$ cat config.mk
export PLATFORM = sky130hd
export DESIGN_NAME = pe_packet_tx
export DESIGN_NICKNAME = d
export VERILOG_FILES = /design/src/rtl/pe_packet_tx.sv
export SDC_FILE = /design/constraint.sdc
export NUM_CORES = 1
export LEC_CHECK = 0
export ABC_AREA = 0
export ABC_CLOCK_PERIOD_IN_PS = 4000
export CAP_MARGIN = 40
export CORE_UTILIZATION = 45
export CTS_BUF_LIST = sky130_fd_sc_hd__clkbuf_8
export DETAILED_ROUTE_END_ITERATION = 12
export GPL_ROUTABILITY_DRIVEN = 0
export PLACE_DENSITY = 0.68
export SYNTH_ARGS = -nofsm -noshare
export SYNTH_HDL_FRONTEND = slang
export SYNTH_SLANG_ARGS = --single-unit
$ cat constraint.sdc
create_clock -name clk -period 4 [get_ports clk]
set_input_delay 0.8 -clock clk [delete_from_list [all_inputs] [get_ports clk]]
set_output_delay 0.8 -clock clk [all_outputs]
set_load 0.03 [all_outputs]
$ cat src/rtl/pe_packet_tx.sv
// pe_packet_tx: FIFO-buffered flit transmitter driving a router PE port with 4-phase bundled data.
// Define PE_PACKET_TX_STATS_EN to add the sent_cnt completed-handshake counter.
module pe_packet_tx #(
    parameter int WIDTH      = 15,
    parameter int FIFO_DEPTH = 4,
    parameter int SETUP_CYC  = 1
) (
    input  logic             clk,
    input  logic             rst_n,
    input  logic             in_valid,
    output logic             in_ready,
    input  logic [1:0]       in_dir,
    input  logic [2:0]       in_hop,
    input  logic [6:0]       in_payload,
    output logic             req,
    input  logic             ack,
    output logic [0:WIDTH-1] data,
    output logic             busy
`ifdef PE_PACKET_TX_STATS_EN
    ,
    output logic [15:0]      sent_cnt
`endif
);
    localparam int AW = $clog2(FIFO_DEPTH);
    localparam int CW = $clog2(SETUP_CYC + 1);
    localparam logic [AW:0] FULL_CNT = FIFO_DEPTH[AW:0];

    typedef enum logic [1:0] {IDLE, SETUP, WAIT_ACK_HI, WAIT_ACK_LO} state_t;

    state_t           state;
    logic [0:WIDTH-1] mem [FIFO_DEPTH];
    logic [AW-1:0]    wr_ptr, rd_ptr;
    logic [AW:0]      count;
    logic [CW-1:0]    setup_cnt;
    logic             ack_m, ack_s;
    logic             push, pop;
    logic [0:WIDTH-1] flit;

    // A zero hop count would be dropped by the router, so it is promoted to one hop.
    assign flit     = {in_dir, (in_hop == 3'b000) ? 3'b001 : in_hop, 3'b100, in_payload};
    assign in_ready = rst_n && (count != FULL_CNT);
    assign push     = in_valid && in_ready;
    assign pop      = (state == IDLE) && (count != '0);
    assign busy     = (state != IDLE) || (count != '0);

    always_ff @(posedge clk) begin
        if (push)
            mem[wr_ptr] <= flit;
    end

    always_ff @(posedge clk or negedge rst_n) begin
        if (!rst_n) begin
            wr_ptr <= '0;
            rd_ptr <= '0;
            count  <= '0;
        end else begin
            if (push)
                wr_ptr <= wr_ptr + 1'b1;
            if (pop)
                rd_ptr <= rd_ptr + 1'b1;
            count <= count + (AW+1)'(push) - (AW+1)'(pop);
        end
    end

    // ack comes from the router's clock-free handshake logic.
    always_ff @(posedge clk or negedge rst_n) begin
        if (!rst_n) begin
            ack_m <= 1'b0;
            ack_s <= 1'b0;
        end else begin
            ack_m <= ack;
            ack_s <= ack_m;
        end
    end

    always_ff @(posedge clk or negedge rst_n) begin
        if (!rst_n) begin
            state     <= IDLE;
            req       <= 1'b0;
            data      <= '0;
            setup_cnt <= '0;
        end else begin
            case (state)
                IDLE: if (pop) begin
                    data      <= mem[rd_ptr];
                    setup_cnt <= CW'(SETUP_CYC);
                    state     <= SETUP;
                end
                SETUP: if (setup_cnt > CW'(1)) begin
                    setup_cnt <= setup_cnt - 1'b1;
                end else if (!ack_s) begin
                    setup_cnt <= '0;
                    req       <= 1'b1;
                    state     <= WAIT_ACK_HI;
                end
                WAIT_ACK_HI: if (ack_s) begin
                    req   <= 1'b0;
                    state <= WAIT_ACK_LO;
                end
                WAIT_ACK_LO: if (!ack_s)
                    state <= IDLE;
                default: state <= IDLE;
            endcase
        end
    end

`ifdef PE_PACKET_TX_STATS_EN
    always_ff @(posedge clk or negedge rst_n) begin
        if (!rst_n)
            sent_cnt <= '0;
        else if (state == WAIT_ACK_HI && ack_s)
            sent_cnt <= sent_cnt + 1'b1;
    end
`endif

endmodule

# After elaboration in Yosys (flattened, before gate mapping)
# Memories as Yosys holds them, arrays and structs flattened. A register that Yosys moved wholly into a read port is not among the register bits.
# Index checks and enable logic that the tools add are counted.
[totals]
ff_bits = 28
ram_bits = 48
out_inout_bits = 18
wordCells = 58
n_memories = 1
[op_classes]
n_addsub = 5
order_cmp = 1
n_eq_ne = 10
mux = 17
reduce_logical = 15
[memory_table]
columns = ["name", "words", "word_bits", "read_ports", "rd_clocked_by_memory_dff", "wr", "line_no", "rtl"]
rows = [
  ["mem", 4, 12, 1, 1, 1, "31", "logic [0:WIDTH-1] mem [FIFO_DEPTH];"],
]
[ops]
columns = ["operator", "n"]
rows = [
  ["2-bit 2-to-1 mux", 5],
  ["2-bit inequality test, second input constant", 5],
  ["1-bit 2-to-1 mux", 8],
  ["2-bit one-hot mux with 4 select lines", 1],
  ["3-bit inequality test, second input constant", 2],
  ["2-bit nonzero test", 3],
  ["5-bit AND reduction", 1],
  ["2-bit by 1-bit adder with 2-bit output, second input constant", 2],
  ["2-bit equality test, second input constant", 2],
  ["1-bit one-hot mux with 2 select lines", 2],
  ["4-bit AND reduction", 1],
  ["3-bit by 1-bit adder with 3-bit output", 1],
  ["1-bit logical AND", 3],
  ["3-bit zero test", 1],
  ["3-bit 2-to-1 mux", 1],
  ["3-bit AND reduction", 1],
  ["3-bit nonzero test", 1],
  ["3-bit by 1-bit subtractor with 3-bit output", 1],
  ["2-bit by 1-bit equality test with 1-bit output, second input constant", 1],
  ["2-bit zero test", 1],
  ["2-bit AND reduction", 1],
  ["1-bit > comparator, second input constant", 1],
  ["1-bit zero test", 1],
  ["1-bit logical OR", 1],
  ["1-bit subtractor, second input constant", 1],
]

# Depth between registers and ports, before layout
# Gate-level depths: netlist (run 1).
[depth]
ltp_word = 5
ltp_mapped = 12

# Least setup slack after synthesis (run 1)
# OpenSTA, ideal clock, no wires.
[synth_timing]
path_kind = "input to register"
start = "input in_valid"
end = "register count[2]"
setup_ns = 0.126
arrival_ns = 2.230
path_slack_ns = 1.644
stages = 10
path_cell_list = "nand2_1 > a21oi_2 > inv_1 > ha_1 > inv_1 > ha_1 > inv_1 > fa_1 > xnor2_1 > xnor2_1"
[synth_between]
elab_chain_len = 3
[synth_lines]
columns = ["element", "line_no", "rtl"]
rows = [
  ["start: declaration", "10", "input logic in_valid,"],
  ["1-bit logical AND", "42", "assign push = in_valid && in_ready;"],
  ["3-bit by 1-bit adder with 3-bit output", "61", "count <= count + (AW+1)'(push) - (AW+1)'(pop);"],
  ["3-bit by 1-bit subtractor with 3-bit output", "61", ""],
  ["end signal: assignment", "61", ""],
  ["end: declaration", "33", "logic [AW:0] count;"],
]
# No other way between the ends.
# A chain may end at the register's enable or synchronous reset.

# Worst setup path after layout (run 1)
[layout_timing]
start = "input rst_n"
end = "output in_ready"
[layout_between]
elab_chain_len = 1
[layout_lines]
columns = ["element", "line_no", "rtl"]
rows = [
  ["start: declaration", "9", "input logic rst_n,"],
  ["1-bit logical AND", "41", "assign in_ready = rst_n && (count != FULL_CNT);"],
  ["end: declaration", "11", "output logic in_ready,"],
]
# No other way between the ends.

==> flow_metrics.py, run 1 <==
metrics = {
    "run_status": {
        "outcome": "finished clean",
    },
    "synth": {
        "synth-async-reset-ratio_pct": 34.25,
        "syn_area_per_cell_um2": 16.14,
        "ys.flop_type": "edfxtp_1",
        "synth.ff_latch_count": 73,
        "synth-edff-count": 48,
        "yosys_warnings": 0,
        "ys_seq_area_share_pct": 70.36,
        "synth_area_um2": 2938,
        "synthCells": 182,
        "synth_cell_type_count": 28,
    },
    "sta": {
        "rsz0062_at_grt": "no",
        "tns_ns": 0,
        "setup_viol": 0,
        "period_share_pct": 77.93,
        "timing.fmax_mhz": 320.8,
        "min_period_ns": 3.117,
        "fin_worst_skew_ns": 0.007084,
        "worstMarginPinSlew_ns": 0.6619,
        "max_slew_margin_pct": 55.88,
        "final-hold-violation-count": 0,
        "final_max_slew_viol_count": 0,
    },
    "cells_and_area": {
        "diodes": 0,
        "drive_gt1_share_pct": 15.63,
        "multi_input_comb_area_um2": 778.2,
        "mostFrequentLayoutCell": "edfxtp_1",
        "n_fill_cell": 518,
        "area_growth_syn_to_layout_pct": 21.55,
        "regArea_um2": 2067,
        "nets": 246,
        "final_cells": 301,
        "layout_common_cells": "edfxtp_1, nand2_1, clkdlybuf4s50_1, dfrtp_1, mux4_2",
    },
    "clock_tree": {
        "cts_tree": "done",
        "cts_root_buf": "clkbuf_8",
        "post_cts.repair.setup_buffers": 0,
        "clock-sinks": 73,
        "clkTransAtPathRegs_ns": 0.07,
        "htreeDepth": 3,
        "cts_hold_buf": 0,
        "cts_made_buffers": 9,
        "clk_latency_ns": 0.35,
        "ctsResizeCount": 0,
        "clock_path_buffers": 2,
    },
    "run": {
        "cap_viol_max_count": 0,
    },
    "floorplanning": {
        "num_io_pins": 34,
        "die_x_um": 82.80,
        "start_util_pct": 46.53,
        "dieArea_um2": 6856,
        "fp.coreArea_um2": 6314,
        "die-height_um": 82.80,
        "rows": 29,
    },
    "power_and_ir_drop": {
        "p_leak_nw": 1.381,
        "finalPower_mw": 2.705,
        "irDropWorstVdd_uv": 360.7,
        "p_per_area_nw_per_um2": 757.4,
    },
    "grt": {
        "grt_overflow": 0,
        "grt_pass1_vias": 1595,
        "grt_antenna_before_repair": 0,
        "grt_usage_pct": 15.62,
        "grt_max_degree": 22,
        "grt_first_pass_wirelength_um": 7831,
    },
    "routing": {
        "vias": 1483,
        "drt-total-wl_um": 4583,
        "ant_nets": 0,
        "viasPerCell": 4.927,
        "post-route-drc-count": 0,
        "drt_iter0_drc": 71,
        "firstDrtPassIters": 4,
        "wire_per_inst_um": 15.23,
    },
    "worst_setup_path": {
        "path_cells": "clkdlybuf4s50_1, a21boi_0, clkdlybuf4s50_1",
        "crit_fanout": 7,
        "reg2reg_depth": 12,
        "worst_ep_required_time_ns": 3.20,
        "critPathCaptureType": "primary output",
        "cp.arrival_ns": 2.32,
        "crit_top_cell": "clkdlybuf4s50_1",
        "slowest_delay_ns": 0.69,
        "crit_path_start_kind": "primary input",
        "cp_slowest_cell": "clkdlybuf4s50_1",
        "crit_type": "in2out",
    },
    "hold_path": {
        "hold_path.class": "reg2reg",
        "whs_path_depth": 0,
    },
    "placement": {
        "portBuffers": 31,
        "hpwl_um": 3039,
        "dpl.cell_count": 285,
    },
}
==> critical path: cells and delay by family <==
kind / cells / cell delay, ns
buffers and inverters: 2 / 1.30
AOI/OAI and AO/OA: 1 / 0.22
==> final cells by class <==
type                    count  share of cell area (%)
clock buffers               9                   3.469
clock inverters             7                   3.329
inverters                   9                  0.9460
multi-input cells          92                   21.79
flip-flops and latches     73                   57.88
well taps                  77                   2.698
repair buffers             34                   9.881
==> where the power goes <==
part	switching (mW)	total, mW	internal (mW)	leakage [nW]
sequential	0.126	1.11	0.980	0.731
combinational	0.477	0.909	0.432	0.530
clock	0.274	0.689	0.415	0.121
==> final timing paths <==
path | end | slack [ns] | start
setup / recovery | in_ready | 0.88 | rst_n
hold / removal | ack_s$_DFF_PN0_ | 0.35 | ack_m$_DFF_PN0_
setup reg to reg | count[2]$_DFF_PN0_ | 1.52 | state[0]$_DFFE_PN0P_
hold reg to reg | ack_s$_DFF_PN0_ | 0.35 | ack_m$_DFF_PN0_
max in group asynchronous | ack_m$_DFF_PN0_ | 2.77 | rst_n
min in group asynchronous | wr_ptr[0]$_DFFE_PN0P_ | 0.68 | rst_n
==> Yosys cell counts, types with 3 or more instances <==
| library cell | count | area [µm²] |
|---|---|---|
| a21oi_1 | 3 | 15.01 |
| and2_1 | 4 | 25.02 |
| buf_4 | 3 | 22.52 |
| dfrtp_1 | 25 | 625.6 |
| edfxtp_1 | 48 | 1441 |
| ha_1 | 10 | 125.1 |
| inv_1 | 8 | 30.03 |
| mux4_2 | 12 | 270.3 |
| nand2_1 | 40 | 150.1 |
| nor2_1 | 3 | 11.26 |
| xnor2_1 | 5 | 43.79 |
==> flip-flops by register name (all words and copies together) (netlist names) <==
signal	cells
ack_s	1
wr_ptr	2
req	1
rd_ptr	2
state	2
data	13
count	3
mem	48
ack_m	1
==> per-layer routing <==
metal / wire length, µm / global-route usage (%)
met1: 2111 / 20.04
met2: 2146 / 23.40
met3: 174 / 3.678
met4: 150 / 11.29
met5: 0 / 0
==> kinds of logic after synthesis <==
kind of cell / Yosys count / synth area share (%)
AO/OA/AOI/OAI: 9 / 2.300
XOR/XNOR: 5 / 1.491
adder cells (fa/ha/maj): 11 / 4.940
buffers and inverters: 18 / 3.279
flip-flops: 73 / 70.36
multiplexers: 14 / 9.966
other: 1 / 0.1276
AND/OR/NAND/NOR: 51 / 7.538
==> through the flow <==
stage / util [%] / hold WS [ns] / setup slack (ns) / area [µm²]
2_1_floorplan: - / 0.3312 / 1.644 / 2942
3_3_place_gp: 52.16 / 0.3322 / 0.8752 / 3293
3_5_place_dp: 52.72 / 0.3373 / 0.8343 / 3328
4_1_cts: 56.56 / 0.3537 / 0.8550 / 3571
5_1_grt: 56.56 / 0.3763 / 0.8310 / 3571
6_report: 56.56 / 0.3538 / 0.8827 / 3571
No activity file was read; power rests on OpenSTA's default activity.
==> run 2, diff against run 1 <==
--- a/config.mk
+++ b/config.mk
@@ -6,7 +6,7 @@
 export NUM_CORES = 1
 export LEC_CHECK = 0
 export ABC_AREA = 0
-export ABC_CLOCK_PERIOD_IN_PS = 4000
+export ABC_CLOCK_PERIOD_IN_PS = 3050
 export CAP_MARGIN = 40
 export CORE_UTILIZATION = 45
 export CTS_BUF_LIST = sky130_fd_sc_hd__clkbuf_8
==> constraint.sdc (replaced) <==
create_clock -name clk -period 3.05 [get_ports clk]
set_input_delay 0.61 -clock clk [delete_from_list [all_inputs] [get_ports clk]]
set_output_delay 0.61 -clock clk [all_outputs]
set_load 0.03 [all_outputs]
==> run 2 against run 1 <==
  * Sequential share of layout area is 0.95 points higher
  * Die area did not move
  * Sequential cell count is the same
  * Worst setup slack worse by 0.62 ns
  * Core utilization fell by 0.91 points
  * Clock-buffer cell count stayed put
  * Largest cell class unchanged
  * Largest power group unchanged
==> flow_metrics.py, run 2 (synthesized netlist as in run 1, its figures left out) <==
metrics = {
    "sta": {
        "setup_viol": 0,
        "worstMarginPinSlew_ns": 0.8455,
        "final_max_slew_viol_count": 0,
        "max_slew_margin_pct": 43.63,
        "final-hold-violation-count": 0,
        "period_share_pct": 91.54,
        "tns_ns": 0,
        "min_period_ns": 2.792,
        "rsz0062_at_grt": "no",
        "timing.fmax_mhz": 358.2,
        "fin_worst_skew_ns": 0.009556,
        "whs_ns": 0.3560,
    },
    "routing": {
        "ant_nets": 0,
        "post-route-drc-count": 0,
        "drt-total-wl_um": 4533,
        "wire_per_inst_um": 15.06,
        "drt_iter0_drc": 70,
        "firstDrtPassIters": 4,
        "vias": 1477,
        "viasPerCell": 4.907,
    },
    "clock_tree": {
        "htreeDepth": 3,
        "clock_path_buffers": 2,
        "ctsResizeCount": 0,
        "clock-sinks": 73,
        "cts_hold_buf": 0,
        "cts_root_buf": "clkbuf_8",
        "clkTransAtPathRegs_ns": 0.08,
        "cts_made_buffers": 9,
        "post_cts.repair.setup_buffers": 0,
        "cts_tree": "done",
        "clk_latency_ns": 0.35,
    },
    "cells_and_area": {
        "mostFrequentLayoutCell": "edfxtp_1",
        "area_growth_syn_to_layout_pct": 19.59,
        "utilization_pct": 55.65,
        "drive_gt1_share_pct": 16.52,
        "layout_common_cells": "edfxtp_1, nand2_1, clkdlybuf4s50_1, dfrtp_1, mux4_2",
        "diodes": 0,
        "nets": 246,
        "largest_register_ffs": 48,
        "largestRegisters": "mem x48, data x13, count x3",
        "stdcell_area_um2": 3513,
        "top_register": "mem",
    },
    "grt": {
        "grt_usage_pct": 15.03,
        "grt_pass1_vias": 1509,
        "grt_most_used_layer": "met2",
        "use_met1_pct": 20.39,
        "grt_first_pass_wirelength_um": 7603,
        "grt_overflow": 0,
        "grt_max_degree": 27,
        "gr-usage-met2_pct": 22.13,
        "grt_util_met3_pct": 3.678,
        "grt_antenna_before_repair": 0,
    },
    "worst_setup_path": {
        "worst_ep_required_time_ns": 2.44,
        "path_depth": 4,
        "path_cells": "inv_1, ha_1, or4b_4, clkdlybuf4s50_1",
        "crit_fanout": 3,
        "cp_slowest_cell": "clkdlybuf4s50_1",
        "crit_path_start_kind": "flip-flop",
        "crit_type": "reg2out",
        "critPathTopFamily": "buffers and inverters",
        "cp.arrival_ns": 2.18,
        "critPathCaptureType": "primary output",
        "slowest_delay_ns": 0.61,
        "crit_buf_inv": 2,
        "reg2reg_depth": 10,
    },
    "run": {
        "cap_viol_max_count": 0,
    },
    "placement": {
        "dpl_cell_area_um2": 3306,
        "hpwl_um": 2952,
        "portBuffers": 31,
    },
    "hold_path": {
        "whs_path_depth": 0,
        "hold_path.class": "reg2reg",
    },
    "floorplanning": {
        "start_util_pct": 46.53,
        "rows": 29,
        "num_io_pins": 34,
        "die-height_um": 82.80,
        "die_x_um": 82.80,
        "dieArea_um2": 6856,
        "fp.coreArea_um2": 6314,
    },
    "run_status": {
        "outcome": "finished clean",
    },
    "power_and_ir_drop": {
        "irDropWorstVdd_uv": 504.2,
        "p_per_area_nw_per_um2": 960.9,
        "p_leak_nw": 1.357,
    },
}
[run 2: final timing paths]
| check | startpoint | endpoint | slack, ns |
|---|---|---|---|
| worst max-delay path | state[0]$_DFFE_PN0P_ | busy | 0.26 |
| worst min-delay path | ack_m$_DFF_PN0_ | ack_s$_DFF_PN0_ | 0.36 |
| worst max register to register | count[2]$_DFF_PN0_ | count[2]$_DFF_PN0_ | 0.55 |
| worst min register to register | ack_m$_DFF_PN0_ | ack_s$_DFF_PN0_ | 0.36 |
| max in group asynchronous | rst_n | data[3]$_DFFE_PN0P_ | 2.12 |
| min in group asynchronous | rst_n | count[2]$_DFF_PN0_ | 0.67 |
[run 2: routing by layer]
| layer | share of wire [%] | up-vias |
|---|---|---|
| met5 | 0 | - |
| met4 | 2.0 | 0 |
| met3 | 3.4 | 9 |
| met2 | 46 | 33 |
| met1 | 48 | 720 |
| li1 | - | 715 |
[run 2: per-stage QoR]
| stage | worst slack [ns] | power (mW) | cells |
|---|---|---|---|
| finish | 0.2581 | 3.376 | 301 |
| global route | 0.1465 | 3.607 | 301 |
| CTS | 0.2293 | 3.422 | 301 |
| detailed placement | 0.3821 | 2.635 | 285 |
| global placement | 0.09488 | 2.604 | 284 |
| floorplan | 0.7073 | 2.295 | 183 |
[run 2: layout make-up]
| class | count | area [µm²] |
|---|---|---|
| inverters | 9 | 33.78 |
| well taps | 77 | 96.34 |
| repair buffers | 34 | 330.3 |
| clock inverters | 7 | 83.83 |
| fillers | 540 | 2800 |
| multi-input cells | 92 | 778.2 |
| flip-flops and latches | 73 | 2067 |
| clock buffers | 9 | 123.9 |
[run 2: where the power goes]
group          internal, mW  switching (mW)
combinational         0.528           0.571
sequential             1.28           0.207
clock                 0.393           0.393
